$ cat src/rtl/stack_pkg.sv
// rtl/stack_pkg.sv - command encoding and circular pointer helpers for the LIFO stack
package stack_pkg;

  localparam int CMD_W = 3;

  typedef enum logic [CMD_W-1:0] {
    CMD_NOP   = 3'd0,
    CMD_PUSH  = 3'd1,
    CMD_POP   = 3'd2,
    CMD_GET   = 3'd3,
    CMD_CLEAR = 3'd4
  } cmd_e;

  // Advance a pointer by one slot, wrapping DEPTH-1 back to 0 by explicit compare
  function automatic int unsigned wrap_inc(input int unsigned p, input int unsigned depth);
    return (p == depth - 1) ? 0 : p + 1;
  endfunction

  // Step a pointer back by one slot, wrapping 0 to DEPTH-1 by explicit compare
  function automatic int unsigned wrap_dec(input int unsigned p, input int unsigned depth);
    return (p == 0) ? depth - 1 : p - 1;
  endfunction

endpackage

$ cat src/rtl/stack_mem_array.sv
// rtl/stack_mem_array.sv - DEPTH x WIDTH register array, one write port, one async read port
module stack_mem_array #(
  parameter int WIDTH = 4,
  parameter int DEPTH = 5,
  parameter int IW    = $clog2(DEPTH)
) (
  input  logic             CLK,
  input  logic             RESET,
  input  logic             we_i,
  input  logic [IW-1:0]    waddr_i,
  input  logic [WIDTH-1:0] wdata_i,
  input  logic [IW-1:0]    raddr_i,
  output logic [WIDTH-1:0] rdata_o
);

  logic [WIDTH-1:0] mem_q [DEPTH];

  // Storage: zeroed on reset, otherwise one word written per cycle when enabled
  always_ff @(posedge CLK or posedge RESET) begin
    if (RESET) begin
      for (int i = 0; i < DEPTH; i++) begin
        mem_q[i] <= '0;
      end
    end else if (we_i) begin
      mem_q[waddr_i] <= wdata_i;
    end
  end

  // Read is combinational; the caller registers the result
  assign rdata_o = mem_q[raddr_i];

endmodule

$ cat src/rtl/lifo_stack_param.sv
// rtl/lifo_stack_param.sv - parametrised circular LIFO stack with registered read port and flags
module lifo_stack_param
  import stack_pkg::*;
#(
  parameter int WIDTH     = 4,
  parameter int DEPTH     = 5,
  parameter int OVERWRITE = 1,
  localparam int IW       = $clog2(DEPTH)
) (
  input  logic             CLK,
  input  logic             RESET,
  input  logic [CMD_W-1:0] COMMAND,
  input  logic [IW-1:0]    INDEX,
  input  logic [WIDTH-1:0] DATA_IN,
  output logic [WIDTH-1:0] DATA_OUT,
  output logic             OUT_VALID,
  output logic             ERR,
  output logic [IW:0]      COUNT,
  output logic             FULL,
  output logic             EMPTY
);

  localparam logic [IW:0]   DEPTH_C = (IW+1)'(DEPTH);
  localparam logic [IW+1:0] DEPTH_W = (IW+2)'(DEPTH);

  logic [IW-1:0]    top_q;
  logic [IW:0]      count_q;
  logic [WIDTH-1:0] dout_q;
  logic             valid_q;
  logic             err_q;

  logic [IW-1:0]    top_inc;
  logic [IW-1:0]    top_dec;
  logic [IW+1:0]    get_sum;
  logic [IW+1:0]    get_wrap;
  logic [IW-1:0]    rd_addr;
  logic [WIDTH-1:0] rd_data;
  logic             full;
  logic             empty;
  logic             push_ok;
  logic             get_ok;
  logic             mem_we;

  assign full  = (count_q == DEPTH_C);
  assign empty = (count_q == '0);

  assign top_inc = IW'(wrap_inc(32'(top_q), DEPTH));
  assign top_dec = IW'(wrap_dec(32'(top_q), DEPTH));

  // DEPTH is added before subtracting so the GET slot never underflows; one
  // conditional subtract brings it back into 0..DEPTH-1 when INDEX < COUNT.
  assign get_sum  = {2'b00, top_q} + DEPTH_W - (IW+2)'(1) - {2'b00, INDEX};
  assign get_wrap = (get_sum >= DEPTH_W) ? (get_sum - DEPTH_W) : get_sum;

  assign rd_addr = (COMMAND == CMD_GET) ? get_wrap[IW-1:0] : top_dec;
  assign get_ok  = ({1'b0, INDEX} < count_q);
  assign push_ok = !full || (OVERWRITE != 0);
  assign mem_we  = (COMMAND == CMD_PUSH) && push_ok;

  stack_mem_array #(
    .WIDTH (WIDTH),
    .DEPTH (DEPTH),
    .IW    (IW)
  ) u_mem (
    .CLK     (CLK),
    .RESET   (RESET),
    .we_i    (mem_we),
    .waddr_i (top_q),
    .wdata_i (DATA_IN),
    .raddr_i (rd_addr),
    .rdata_o (rd_data)
  );

  // Pointer, occupancy and registered read/status updates, one command per cycle
  always_ff @(posedge CLK or posedge RESET) begin
    if (RESET) begin
      top_q   <= '0;
      count_q <= '0;
      dout_q  <= '0;
      valid_q <= 1'b0;
      err_q   <= 1'b0;
    end else begin
      valid_q <= 1'b0;
      err_q   <= 1'b0;
      case (COMMAND)
        CMD_PUSH: begin
          if (push_ok) begin
            top_q <= top_inc;
            if (!full) begin
              count_q <= count_q + (IW+1)'(1);
            end
          end else begin
            err_q <= 1'b1;
          end
        end
        CMD_POP: begin
          if (!empty) begin
            dout_q  <= rd_data;
            top_q   <= top_dec;
            count_q <= count_q - (IW+1)'(1);
            valid_q <= 1'b1;
          end else begin
            err_q <= 1'b1;
          end
        end
        CMD_GET: begin
          if (get_ok) begin
            dout_q  <= rd_data;
            valid_q <= 1'b1;
          end else begin
            err_q <= 1'b1;
          end
        end
        CMD_CLEAR: begin
          top_q   <= '0;
          count_q <= '0;
        end
        default: ;
      endcase
    end
  end

  assign DATA_OUT  = dout_q;
  assign OUT_VALID = valid_q;
  assign ERR       = err_q;
  assign COUNT     = count_q;
  assign FULL      = full;
  assign EMPTY     = empty;

endmodule

$ cat config.mk
export PLATFORM = sky130hd
export DESIGN_NAME = lifo_stack_param
export DESIGN_NICKNAME = d
export VERILOG_FILES = /design/src/rtl/stack_pkg.sv /design/src/rtl/stack_mem_array.sv /design/src/rtl/lifo_stack_param.sv
export SDC_FILE = /design/constraint.sdc
export NUM_CORES = 1
export LEC_CHECK = 0
export CAP_MARGIN = 5
export CORE_UTILIZATION = 51
export DETAILED_ROUTE_END_ITERATION = 8
export GPL_TIMING_DRIVEN = 0
export PLACE_DENSITY = 0.82
export SLEW_MARGIN = 5
export SYNTH_ARGS = -nofsm -noshare
export SYNTH_HDL_FRONTEND = slang
export SYNTH_HIERARCHICAL = 1
export SYNTH_SLANG_ARGS = --single-unit
$ cat constraint.sdc
create_clock -name CLK -period 3.3 [get_ports CLK]
set_input_delay 0.99 -clock CLK [delete_from_list [all_inputs] [get_ports CLK]]
set_output_delay 0.99 -clock CLK [all_outputs]
set_load 0.005 [all_outputs]
==> results of run 1 <==
Yosys cell counts (all sizes together), types with 3 or more instances:
library cell and count:
nand2 11, nand2b 4, a21oi 11, mux2 26
dfrtp 33, mux2i 9, nor2 6, ha 15
a22oi 3, buf 7, inv 19, nor3b 4
nand3 4, o21ai 9, nor3 6
layout make-up:
| type | instances | area [um2] |
|---|---|---|
| flip-flops and latches | 33 | 826 |
| clock inverters | 2 | 37.5 |
| repair buffers | 32 | 288 |
| inverters | 19 | 78.8 |
| fillers | 307 | 1230 |
| clock buffers | 6 | 82.6 |
| multi-input cells | 152 | 1460 |
| well taps | 50 | 62.6 |
| plain buffers | 7 | 52.6 |
final timing paths:
path                                 start               to  cells after the start
max in group asynchronous            RESET   u_mem/mem_q[8]                      2
hold / removal             u_mem/mem_q[13]  u_mem/mem_q[13]                      1
setup reg to reg                  top_q[0]      DATA_OUT[3]                     16
min in group asynchronous            RESET         top_q[0]                      2
hold reg to reg            u_mem/mem_q[13]  u_mem/mem_q[13]                      1
setup / recovery                  INDEX[1]      DATA_OUT[3]                     16
what timing repair did:
item | CTS | global route
resized for setup | 20 | 15
cloned | 0 | 1
pin swaps | 6 | 7
setup endpoints to repair | 4 | 4
setup buffers | 3 | 6
power by group through the flow:
stage	clock network, uW	logic, uW	registers [uW]
2_1_floorplan	0	984	712
3_3_place_gp	0	1270	736
3_5_place_dp	0	1290	750
4_1_cts	405	1410	743
5_1_grt	424	1780	781
6_report	401	1630	754
registers in the layout, summed over array words and instances (netlist names):
| name | count |
|---|---|
| top_q | 3 |
| ERR | 1 |
| OUT_VALID | 1 |
| COUNT | 4 |
| u_mem/mem_q | 20 |
| DATA_OUT | 4 |
worst max-delay path, delay by kind of cell:
kind / cells / cell delay, ps
adders and majority gates: 3 / 710
AOI/OAI and AO/OA: 7 / 1300
muxes: 1 / 250
buffers and inverters: 3 / 150
and+or+nand+nor: 2 / 250
through the flow:
step / TNS, ps / setup WS, ps / hold WS [ps]
after global routing: -651 / -297 / 529
after detailed placement: -5440 / -1130 / 493
after global placement: -4410 / -1080 / 483
final: -237 / -179 / 504
after CTS: -220 / -113 / 508
after floorplan: -347 / -234 / 475
routing by layer:
layer	global-route usage [%]	up-vias	wire length (um)	share of wire [%]
met5	0	-	0	0
met3	3.95	9	170	3.4
met2	38.5	36	2540	50
li1	-	843	-	-
met1	27.3	859	2290	45
met4	8.59	0	70	1.4
kinds of logic after synthesis:
kind of cell | count (synthesis) | share of synthesized area [%]
flip-flops | 33 | 36.6
multiplexers | 35 | 17.0
AND/OR/NAND/NOR | 51 | 15.0
XOR/XNOR | 3 | 1.17
buffers and inverters | 26 | 5.11
AO/OA/AOI/OAI | 46 | 15.0
adder cells (fa/ha/maj) | 17 | 10.1
==> impl_metrics.toml, run 1 <==
[power_and_ir_drop]
p_total_uw = 2790
pwr-share-seq_pct = 27.1
leakage_uw = 0.00126
peakVddDrop_mv = 0.450
power_density_nw_per_um2 = 965
netSwitchingFraction_pct = 40.0
pwr-share-comb_pct = 58.5
p_int_uw = 1670
power_frac_clock_pct = 14.4
p_switching_uw = 1110

[placed_design]
portBuffers = 22
place_congestion = 0.850
dpl_cell_area_um2 = 2600
dp_hpwl_um = 3360
dp.cells = 283

[cts]
clock_path_buffers = 2
cts_tree = "yes"
root_buffer = "clkbuf_8"
clock_latency_ps = 290
clock_sinks = 33
cts_buffers = 5
hold_buffers = 0
htreeDepth = 2
clk_pin_slew_ps = 70

[status]
outcome = "finished with violations"
violations = "negative setup slack"

[yosys]
syn_area_per_cell_um2 = 10.7
ys_seq_area_share_pct = 36.6
synth_fp_nets = 240
yosysWarnings = 6
ys_types = 53
synth.top_cell.area_share_pct = 36.6
ys_top_cells_by_area = "dfrtp_1 37%, mux2_2 13%, ha_1 8.3%, mux2i_1 4.0%, inv_1 3.2%"
synth.largest_area_cell = "dfrtp_1"
synth-async-reset-ratio_pct = 100
synth_area_um2 = 2250
synth_flop_cell = "dfrtp_1"
synth-edff-count = 0
synth_seq_cells = 33
syn_inst = 211

[floorplanning]
die_area_um2 = 4690
core-area_um2 = 4120
die_x_um = 68.5
io_pins = 24
initial_utilization_pct = 54.8
rows = 23
die_h_um = 68.5

[drt]
drtIter0Drc = 90
first_pass_iters = 5
avgRoutedWirePerCell_um = 16.9
ant_nets = 0
totalWireLength_um = 5070
via_count = 1747
vias_per_cell = 5.80
drc = 0

[worst_setup_path]
cp-end-kind = "flip-flop"
cp_max_fo = 4
crit_slowest_cell = "fa_2"
slowest_delay_ps = 340
worstPathRequired_ps = 3480
crit_chain = "buf_8, inv_8, ha_4, ha_4, inv_2, fa_2, nand2b_4, o21a_4, o21a_1, o31ai_4, mux2i_1, o32ai_1, a31o_2, nand3b_1, a21oi_1, a211o_1"
arrival_ps = 3650
reg2reg_slack_ps = -100
crit_type = "input port to flip-flop"
critical_path.most_common_cell = "ha_4"
start_kind = "input port"

[global_route]
grt_start_max_net_pins = 21
antenna_found_initial = 0
grt_use_total_pct = 22.2
grt_pass1_vias = 1625
grt_first_pass_wirelength_um = 7420
overflow = 0

[sta]
max_freq_ghz = 0.287
maxSlewViolCount = 0
period_share_pct = 105
hold_violations = 0
setup_viol = 3
finalCriticalPeriod_ps = 3480
max_slew.worst_pin.slew_ps = 951
rsz0062_at_grt = "true"
setup_slack_ps = -179
slew_headroom_pct = 36.5
finalClockSkew_ps = 5.57

[finish]
layout-drive-gt1-share_pct = 34.3
final_cell_mix = "33 x dfrtp_1, 24 x mux2_2, 19 x clkdlybuf4s50_1, 16 x inv_1"
final_nets = 279
syn2layout_area_growth_pct = 28.1
final_cells = 301
antenna_cells = 0
final_common_cell = "dfrtp_1"
utilization_pct = 70.2
final_area_um2 = 2890

[flow_run]
maxCapViolCount = 0

[min_path]
min_path_type = "flip-flop to flip-flop"
Power figures use the tool's default switching activity.
==> run 2, diff against run 1 <==
CTS_CLUSTER_DIAMETER = 60   (was not set)
==> results of run 2 <==
No change in the layout: final DEF, timing and power equal those of run 1.
